--- config.mk ---
export PLATFORM = sky130hd
export DESIGN_NAME = led_pwm_scheduler_flat
export DESIGN_NICKNAME = d
export VERILOG_FILES = /design/src/rtl/led_pwm_scheduler_if.sv /design/src/rtl/led_pwm_scheduler.sv /design/src/flat_wrapper.sv
export SDC_FILE = /design/constraint.sdc
export NUM_CORES = 1
export LEC_CHECK = 0
export ABC_AREA = 1
export CORE_UTILIZATION = 55
export DETAILED_ROUTE_END_ITERATION = 7
export PLACE_DENSITY = 0.84
export SYNTH_ARGS = -nofsm -noshare
export SYNTH_HDL_FRONTEND = slang
export SYNTH_SLANG_ARGS = --single-unit
export TNS_END_PERCENT = 1
--- constraint.sdc ---
create_clock -name clk -period 2.4 [get_ports clk]
set_clock_uncertainty 0.2 [all_clocks]
set_input_delay 0.36 -clock clk [delete_from_list [all_inputs] [get_ports clk]]
set_output_delay 0.36 -clock clk [all_outputs]
set_load 0.03 [all_outputs]
--- src/rtl/led_pwm_scheduler_if.sv ---
// Two-requester write port into the LED PWM bank.
// Requesters drive req/ch/duty, the scheduler answers with gnt.
interface led_pwm_scheduler_if #(
  parameter int PWM_BITS = 10
);
  logic                a_req;
  logic [2:0]          a_ch;
  logic [PWM_BITS-1:0] a_duty;
  logic                a_gnt;
  logic                b_req;
  logic [2:0]          b_ch;
  logic [PWM_BITS-1:0] b_duty;
  logic                b_gnt;

  modport master (
    output a_req, a_ch, a_duty,
    output b_req, b_ch, b_duty,
    input  a_gnt, b_gnt
  );

  modport slave (
    input  a_req, a_ch, a_duty,
    input  b_req, b_ch, b_duty,
    output a_gnt, b_gnt
  );
endinterface

--- src/rtl/led_pwm_scheduler.sv ---
// Round-robin shared LED PWM bank with shadow duty registers
// committed to the active set only at a period boundary.
module led_pwm_scheduler #(
  parameter int CHANNELS = 8,
  parameter int PWM_BITS = 10
) (
  input  logic                clk,
  input  logic                resetn,
  led_pwm_scheduler_if.slave  wr,
  input  logic                freeze,
  output logic [CHANNELS-1:0] led,
  output logic                frame_start,
  output logic                wr_err
);

  localparam logic [3:0] CH_LIM = 4'(CHANNELS);

  logic                a_next;
  logic [PWM_BITS-1:0] pwm_ctr;
  logic [PWM_BITS-1:0] shadow [CHANNELS];
  logic [PWM_BITS-1:0] active [CHANNELS];

  logic                w_en;
  logic [2:0]          w_ch;
  logic [PWM_BITS-1:0] w_duty;
  logic                ch_ok;
  logic                wrap;

  assign wr.a_gnt = wr.a_req & (a_next | ~wr.b_req);
  assign wr.b_gnt = wr.b_req & (~a_next | ~wr.a_req);

  assign w_en   = wr.a_gnt | wr.b_gnt;
  assign w_ch   = wr.a_gnt ? wr.a_ch : wr.b_ch;
  assign w_duty = wr.a_gnt ? wr.a_duty : wr.b_duty;
  assign ch_ok  = {1'b0, w_ch} < CH_LIM;
  assign wrap   = &pwm_ctr;

  always_ff @(posedge clk or negedge resetn) begin
    if (!resetn) begin
      a_next      <= 1'b1;
      pwm_ctr     <= '0;
      frame_start <= 1'b0;
      wr_err      <= 1'b0;
      led         <= '0;
      for (int i = 0; i < CHANNELS; i++) begin
        shadow[i] <= '0;
        active[i] <= '0;
      end
    end else begin
      pwm_ctr     <= pwm_ctr + 1'b1;
      frame_start <= (pwm_ctr == '0);
      wr_err      <= w_en & ~ch_ok;
      if (w_en)
        a_next <= wr.b_gnt;
      // commit samples shadow before this edge's write lands
      for (int i = 0; i < CHANNELS; i++) begin
        if (w_en && w_ch == 3'(i))
          shadow[i] <= w_duty;
        if (wrap && !freeze)
          active[i] <= shadow[i];
        led[i] <= (pwm_ctr < active[i]);
      end
    end
  end

endmodule

--- src/flat_wrapper.sv ---
// flat-port wrapper written by rule: the top's interface ports become plain ports
module led_pwm_scheduler_flat 
#(
  parameter int CHANNELS = 8,
  parameter int PWM_BITS = 10
)
  (clk, resetn, freeze, led, frame_start, wr_err, wr_a_req, wr_a_ch, wr_a_duty, wr_b_req, wr_b_ch, wr_b_duty, wr_a_gnt, wr_b_gnt);
  led_pwm_scheduler_if #(.PWM_BITS(PWM_BITS)) wr_i ();
  input  logic clk;
  input  logic resetn;
  input  logic freeze;
  output logic [CHANNELS-1:0] led;
  output logic frame_start;
  output logic wr_err;
  input wire logic [$bits(wr_i.a_req)-1:0] wr_a_req;
  input wire logic [$bits(wr_i.a_ch)-1:0] wr_a_ch;
  input wire logic [$bits(wr_i.a_duty)-1:0] wr_a_duty;
  input wire logic [$bits(wr_i.b_req)-1:0] wr_b_req;
  input wire logic [$bits(wr_i.b_ch)-1:0] wr_b_ch;
  input wire logic [$bits(wr_i.b_duty)-1:0] wr_b_duty;
  output wire logic [$bits(wr_i.a_gnt)-1:0] wr_a_gnt;
  output wire logic [$bits(wr_i.b_gnt)-1:0] wr_b_gnt;
  assign wr_i.a_req = wr_a_req;
  assign wr_i.a_ch = wr_a_ch;
  assign wr_i.a_duty = wr_a_duty;
  assign wr_i.b_req = wr_b_req;
  assign wr_i.b_ch = wr_b_ch;
  assign wr_i.b_duty = wr_b_duty;
  assign wr_a_gnt = wr_i.a_gnt;
  assign wr_b_gnt = wr_i.b_gnt;
  led_pwm_scheduler #(.CHANNELS(CHANNELS), .PWM_BITS(PWM_BITS)) u_core (.clk(clk), .resetn(resetn), .wr(wr_i), .freeze(freeze), .led(led), .frame_start(frame_start), .wr_err(wr_err));
endmodule
==> results of run 1 <==
==> path summary, 6_finish.rpt <==
kind	endpoint	slack [ns]
worst max-delay path	wr_a_gnt	0.16
worst min-delay path	u_core.led[3]	0.23
worst max register to register	u_core.active[9]	0.40
worst min register to register	u_core.shadow[19]	0.27
max in group asynchronous	u_core.a_next	0.99
min in group clk	u_core.shadow[19]	0.27
==> cell type report <==
type                    instances  area, µm²
well taps                     220        275
repair buffers                 80        790
clock inverters                 9        104
clock buffers                  22        474
inverters                     169        634
multi-input cells             706       3810
fillers                      1290       5930
flip-flops and latches        180       4510
==> power by group through the flow <==
| stage | Sequential, mW | Clock (mW) | Combinational (mW) |
|---|---|---|---|
| after global placement | 3.81 | 0 | 1.10 |
| after floorplan | 3.75 | 0 | 0.789 |
| after global routing | 3.84 | 2.88 | 1.36 |
| after CTS | 3.78 | 2.75 | 1.18 |
| final | 3.78 | 2.72 | 1.17 |
| after detailed placement | 3.82 | 0 | 1.16 |
==> cell families after synthesis <==
logic type | after synthesis | synth area share, %
DFF | 180 | 48.6
adders and majority gates | 74 | 9.98
and+or+nand+nor | 485 | 22.5
buffers and inverters | 206 | 10.3
other | 1 | 0.0404
xor gates and xnor gates | 8 | 0.755
AOI/OAI and AO/OA | 138 | 7.86
==> per-layer routing <==
| layer | wire length (µm) | vias up | GRT usage (%) |
|---|---|---|---|
| li1 | - | 3588 | - |
| met1 | 8830 | 3485 | 33.6 |
| met2 | 9810 | 260 | 41.7 |
| met3 | 1300 | 42 | 4.19 |
| met4 | 658 | 0 | 11.2 |
| met5 | 0 | - | 0 |
==> per-stage QoR <==
stage | total power, mW | hold WS [ns] | util (%) | instance area (µm²)
after global placement | 4.91 | 0.131 | 60.6 | 10000
final | 7.68 | 0.231 | 64.1 | 10600
after detailed placement | 4.98 | 0.132 | 60.6 | 10000
after floorplan | 4.53 | -0.136 | - | 9280
after CTS | 7.70 | 0.243 | 64.1 | 10600
after global routing | 8.08 | 0.266 | 64.1 | 10600
==> registers in the layout, indices dropped and copies added (netlist names) <==
name and cells:
u_core.pwm_ctr 10, u_core.active 80, u_core.a_next 1, u_core.shadow 80, u_core.frame_start 1, u_core.led 8
==> what timing repair did <==
action / 4_1_cts / 5_1_grt
endpoints found under the hold margin: 46 / 0
hold buffers: 1 / 0
endpoints found under the setup margin: 0 / 1
resized for setup: 0 / 1
==> layout by cell type, fill, tap and decap left out, types with 5 or more instances in the layout <==
cell type | netlist | final
clkdlybuf4s50_1 | 0 | 38
nand3_1 | 94 | 94
nor3b_1 | 8 | 8
ha_1 | 74 | 74
dfrtp_1 | 179 | 179
o21ai_2 | 5 | 5
xor2_1 | 8 | 8
o21a_1 | 8 | 8
o21ai_1 | 75 | 75
o21ai_0 | 9 | 9
nand2_2 | 8 | 8
nand2_1 | 331 | 331
inv_1 | 166 | 165
buf_4 | 3 | 33
nor2_1 | 21 | 21
nand4_1 | 9 | 9
a21oi_1 | 41 | 41
buf_12 | 0 | 7
clkbuf_16 | 0 | 17
==> flow_metrics.tcl, run 1 <==
set metrics [dict create \
    peakVddDrop_uv 523 \
    finalHoldViolations 0 \
    start_util_pct 56.1 \
    critPathArrivalTime_ns 1.68 \
    cap_viol_max_count 0 \
    clock_path_buffers 2 \
    cts-root-buf "clkbuf_16" \
    switching_share_pct 27.9 \
    ys_ff_latch 180 \
    yosysTopAreaCell "dfrtp_1" \
    status "finished, final reports clean" \
    num_vias 7375 \
    cp.required_ns 1.84 \
    htree_num_levels 4 \
    syn_nets 1197 \
    synth_edf_count 0 \
    cts_tree "yes" \
    core_area_mm2 0.0165 \
    synth_warnings 0 \
    antennaDiodeCount 0 \
    cp_num_buf_inv 3 \
    syn_area_per_cell_um2 8.49 \
    startpoint "u_core.a_next" \
    max_stage_delay_ns 0.55 \
    p_per_area_mw_per_mm2 724 \
    min_path_type "primary input to async pin" \
    post_cts_buffers 0 \
    synthArstFlopShare_pct 100 \
    dominantRegCellSynth "dfrtp_1" \
    wl_um 20600 \
    route.detailed.drc 0 \
    worstMarginPinSlew_ns 0.634 \
    cts_buffers 17 \
    io_buffers 41 \
    crit_chain "inv_1 -> nand2_1 -> nand2_1 -> inv_2 -> buf_4" \
    p_comb_share_pct 15.3 \
    reg2reg_depth 6 \
    yosysMostFrequentCell "nand2_1" \
    pin_count 43 \
    place_ws_ns 0.0574 \
    yosys-top-cells-count "nand2_1, dfrtp_1, inv_1" \
    critical_path_class "flop to primary output" \
    die_h_um 132 \
    period_share_pct 93.3 \
    antenna_found_initial 0 \
    path_common_cell "nand2_1" \
    syn_area_mm2 0.00928 \
    grtUsageTotal_pct 25.5 \
    start_kind "flop" \
    layout-drive-gt1-share_pct 8.32 \
    clkPwrFrac_pct 35.4 \
    slowest_stage "dfstp_2" \
    fin_cells 1386 \
    hpwl_um 13500 \
    grt_start_max_net_pins 85 \
    syn_inst 1092 \
    setup_viol 0 \
    first_pass_iters 7 \
    p_switching_mw 2.14 \
    via_per_inst 5.32 \
    grt_pass1_wl_um 34500 \
    period_needed_ns 2.24 \
    cp-end-kind "primary output" \
    synth_cell_type_count 34 \
    grt_pass1_vias 7030 \
    core.rowCount 47 \
    grt_setup_unrepaired "false" \
    gp_congestion 0.767 \
    routedWlPerCell_um 14.9 \
    cp_num_cells 5 \
    yosys-top-cells-area "dfrtp_1, nand2_1, ha_1" \
    seq_area_frac_synth_pct 48.6 \
    layout.nets 1259 \
    die_area_mm2 0.0174 \
    p_int_mw 5.54 \
    clkTransAtPathRegs_ns 0.06 \
    cp_max_fo 11 \
    die_w_um 132 \
    max_slew_margin_pct 57.7 \
    p_leak_nw 5.28 \
    area_delta_synth_final_pct 14.2 \
    synth_top_area_share_pct 48.3 \
    fin_setup_tns_ns 0 \
    drt-initial-drc-count 617 \
    setup_slack_ns 0.162 \
    max_freq_mhz 447 \
    grt-ovfl-total 0 \
    clkLatencyLatePin_ns 0.43 \
    dpl.cell_count 1354 \
    final_max_slew_viol_count 0 \
    detail-route-antenna-nets 0 \
    clock-sinks 180 \
    rr_startpoint "u_core.pwm_ctr[9]" \
    worst_path_dominant_cell_family "flip-flops" \
    pwr-share-seq_pct 49.3 \
]
No activity file was read; power rests on OpenSTA's default activity.
==> inputs of run 2 (changes only) <==
--- a/config.mk
+++ b/config.mk
@@ -9,6 +9,7 @@
 export CORE_UTILIZATION = 55
 export DETAILED_ROUTE_END_ITERATION = 7
 export PLACE_DENSITY = 0.84
+export SLEW_MARGIN = 20
 export SYNTH_ARGS = -nofsm -noshare
 export SYNTH_HDL_FRONTEND = slang
 export SYNTH_SLANG_ARGS = --single-unit
==> results of run 2 <==
No change in the layout: final DEF, timing and power equal those of run 1.
==> inputs of run 3 (changes only) <==
--- a/config.mk
+++ b/config.mk
@@ -9,6 +9,7 @@
 export CORE_UTILIZATION = 55
 export DETAILED_ROUTE_END_ITERATION = 7
 export PLACE_DENSITY = 0.84
+export SETUP_SLACK_MARGIN = 0.1
 export SLEW_MARGIN = 20
 export SYNTH_ARGS = -nofsm -noshare
 export SYNTH_HDL_FRONTEND = slang
==> flow_metrics.tcl, run 3 (synthesis gave the netlist of run 1 again) <==
set metrics [dict create \
    htree_num_levels 4 \
    wl_um 20600 \
    peakVddDrop_uv 525 \
    endpoint "wr_a_gnt" \
    first_pass_iters 5 \
    mostFrequentLayoutCell "nand2_1" \
    via_per_inst 5.30 \
    post_cts_buffers 0 \
    startpoint "u_core.a_next" \
    core_area_mm2 0.0165 \
    status "finished, final reports clean" \
    grt-ovfl-total 0 \
    detail-route-antenna-nets 0 \
    critPathArrivalTime_ns 1.61 \
    gp_congestion 0.767 \
    max_freq_mhz 461 \
    switching_share_pct 27.9 \
    hpwl_um 13500 \
    cp.required_ns 1.84 \
    min_path_type "primary input to async pin" \
    layout-drive-gt1-share_pct 8.40 \
    reg.largest.list "u_core.active (80), u_core.shadow (80), u_core.pwm_ctr (10)" \
    worst_path_dominant_cell_family "flip-flops" \
    grt_pass1_wl_um 34500 \
    fin_area_mm2 0.0106 \
    cap_viol_max_count 0 \
    reg2reg_slack_ns 0.39 \
    p_switching_mw 2.14 \
    num_vias 7348 \
    p_int_mw 5.54 \
    setup_viol 0 \
    cp_num_buf_inv 3 \
    grt_pass1_vias 7030 \
    cp_max_fo 11 \
    antenna_found_initial 0 \
    period_share_pct 90.4 \
    drt-initial-drc-count 565 \
    period_needed_ns 2.17 \
    fin_setup_tns_ns 0 \
    regToRegEndpoint "u_core.active[9]" \
    worstMarginPinSlew_ns 0.634 \
    max_slew_margin_pct 57.7 \
    grtUsageTotal_pct 25.5 \
    cts_tree "yes" \
    die_w_um 132 \
    pin_count 43 \
    p_leak_nw 5.28 \
    start_kind "flop" \
    route.detailed.drc 0 \
    clock-sinks 180 \
    io_buffers 41 \
    layout.nets 1259 \
    critical_path_class "flop to primary output" \
    fin_util_pct 64.1 \
    max_stage_delay_ns 0.55 \
    core.rowCount 47 \
    fill_cells 1291 \
    antennaDiodeCount 0 \
    grt_setup_unrepaired "false" \
    cts-root-buf "clkbuf_16" \
    slowest_stage "dfstp_2" \
    finalHoldViolations 0 \
    routedWlPerCell_um 14.9 \
    final_cell_mix "nand2_1, dfrtp_1, inv_1" \
    rr_startpoint "u_core.pwm_ctr[9]" \
    cts_buffers 17 \
    start_util_pct 56.1 \
    crit_chain "inv_1 -> nand2_2 -> nand2_1 -> inv_2 -> buf_4" \
    reg2reg_depth 6 \
    placed_area_mm2 0.0100 \
    cp_num_cells 5 \
    die_area_mm2 0.0174 \
    cp-end-kind "primary output" \
    pwr-share-seq_pct 49.3 \
    clkLatencyLatePin_ns 0.43 \
    die_h_um 132 \
    area_delta_synth_final_pct 14.3 \
    p_per_area_mw_per_mm2 725 \
    clock_path_buffers 2 \
    p_comb_share_pct 15.3 \
    clkPwrFrac_pct 35.5 \
    clkTransAtPathRegs_ns 0.06 \
    grt_start_max_net_pins 85 \
    final_max_slew_viol_count 0 \
]
-- run 3: cell counts in the layout (fill, tap and decap cells not counted) --
Identical to the previous run, type by type.
-- run 3: stage by stage --
| step | setup slack [ns] | std cells | total power [mW] | hold WS (ns) |
|---|---|---|---|---|
| finish | 0.230 | 1386 | 7.68 | 0.227 |
| global route | 0.125 | 1386 | 8.08 | 0.266 |
| CTS | 0.143 | 1386 | 7.70 | 0.243 |
| detailed placement | 0.0574 | 1354 | 4.98 | 0.132 |
| global placement | 0.128 | 1354 | 4.91 | 0.131 |
| floorplan | 0.503 | 1092 | 4.53 | -0.136 |
-- run 3: routing by layer --
| metal | global-route usage, % | vias to the layer above | share of wire, % |
|---|---|---|---|
| li1 | - | 3586 | - |
| met3 | 4.19 | 48 | 5.5 |
| met2 | 41.7 | 217 | 47 |
| met4 | 11.2 | 0 | 3.5 |
| met1 | 33.6 | 3497 | 44 |
| met5 | 0 | - | 0 |
-- run 3: timing repair --
item	in CTS	in global routing
setup endpoints to repair	1	1
hold endpoints to repair	46	0
hold buffers	1	0
gates resized for setup	1	1
-- run 3: worst register-to-register path, cell delays in order, from the launching register on --
cell     delay, ns
dfrtp_1       0.75
inv_1         0.15
nor2_1        0.20
nand3_4       0.13
buf_12        0.22
nand2_1       0.17
o21ai_1       0.08
-- run 3: layout make-up --
class	count	area [µm²]	area share, %
clock buffers	22	474	4.47
clock inverters	9	104	0.980
inverters	169	634	5.99
multi-input cells	706	3820	36.0
flip-flops and latches	180	4510	42.5
well taps	220	275	2.60
repair buffers	80	790	7.45
-- run 3: worst min path at each step --
stage | slack, ns | depth (start not counted) | endpoint
3_5_place_dp | 0.13 | 1 | u_core.led[4]
2_1_floorplan | -0.14 | 0 | u_core.active[0]
5_1_grt | 0.27 | 2 | u_core.led[4]
4_1_cts | 0.24 | 2 | u_core.led[3]
6_report | 0.23 | 2 | u_core.led[4]
3_3_place_gp | 0.13 | 1 | u_core.led[4]
-- run 3: power by group through the flow --
stage | logic (mW) | clock network, mW | registers, mW
after global placement | 1.10 | 0 | 3.81
after detailed placement | 1.16 | 0 | 3.82
final | 1.17 | 2.72 | 3.78
after CTS | 1.18 | 2.75 | 3.78
after global routing | 1.36 | 2.88 | 3.84
after floorplan | 0.789 | 0 | 3.75
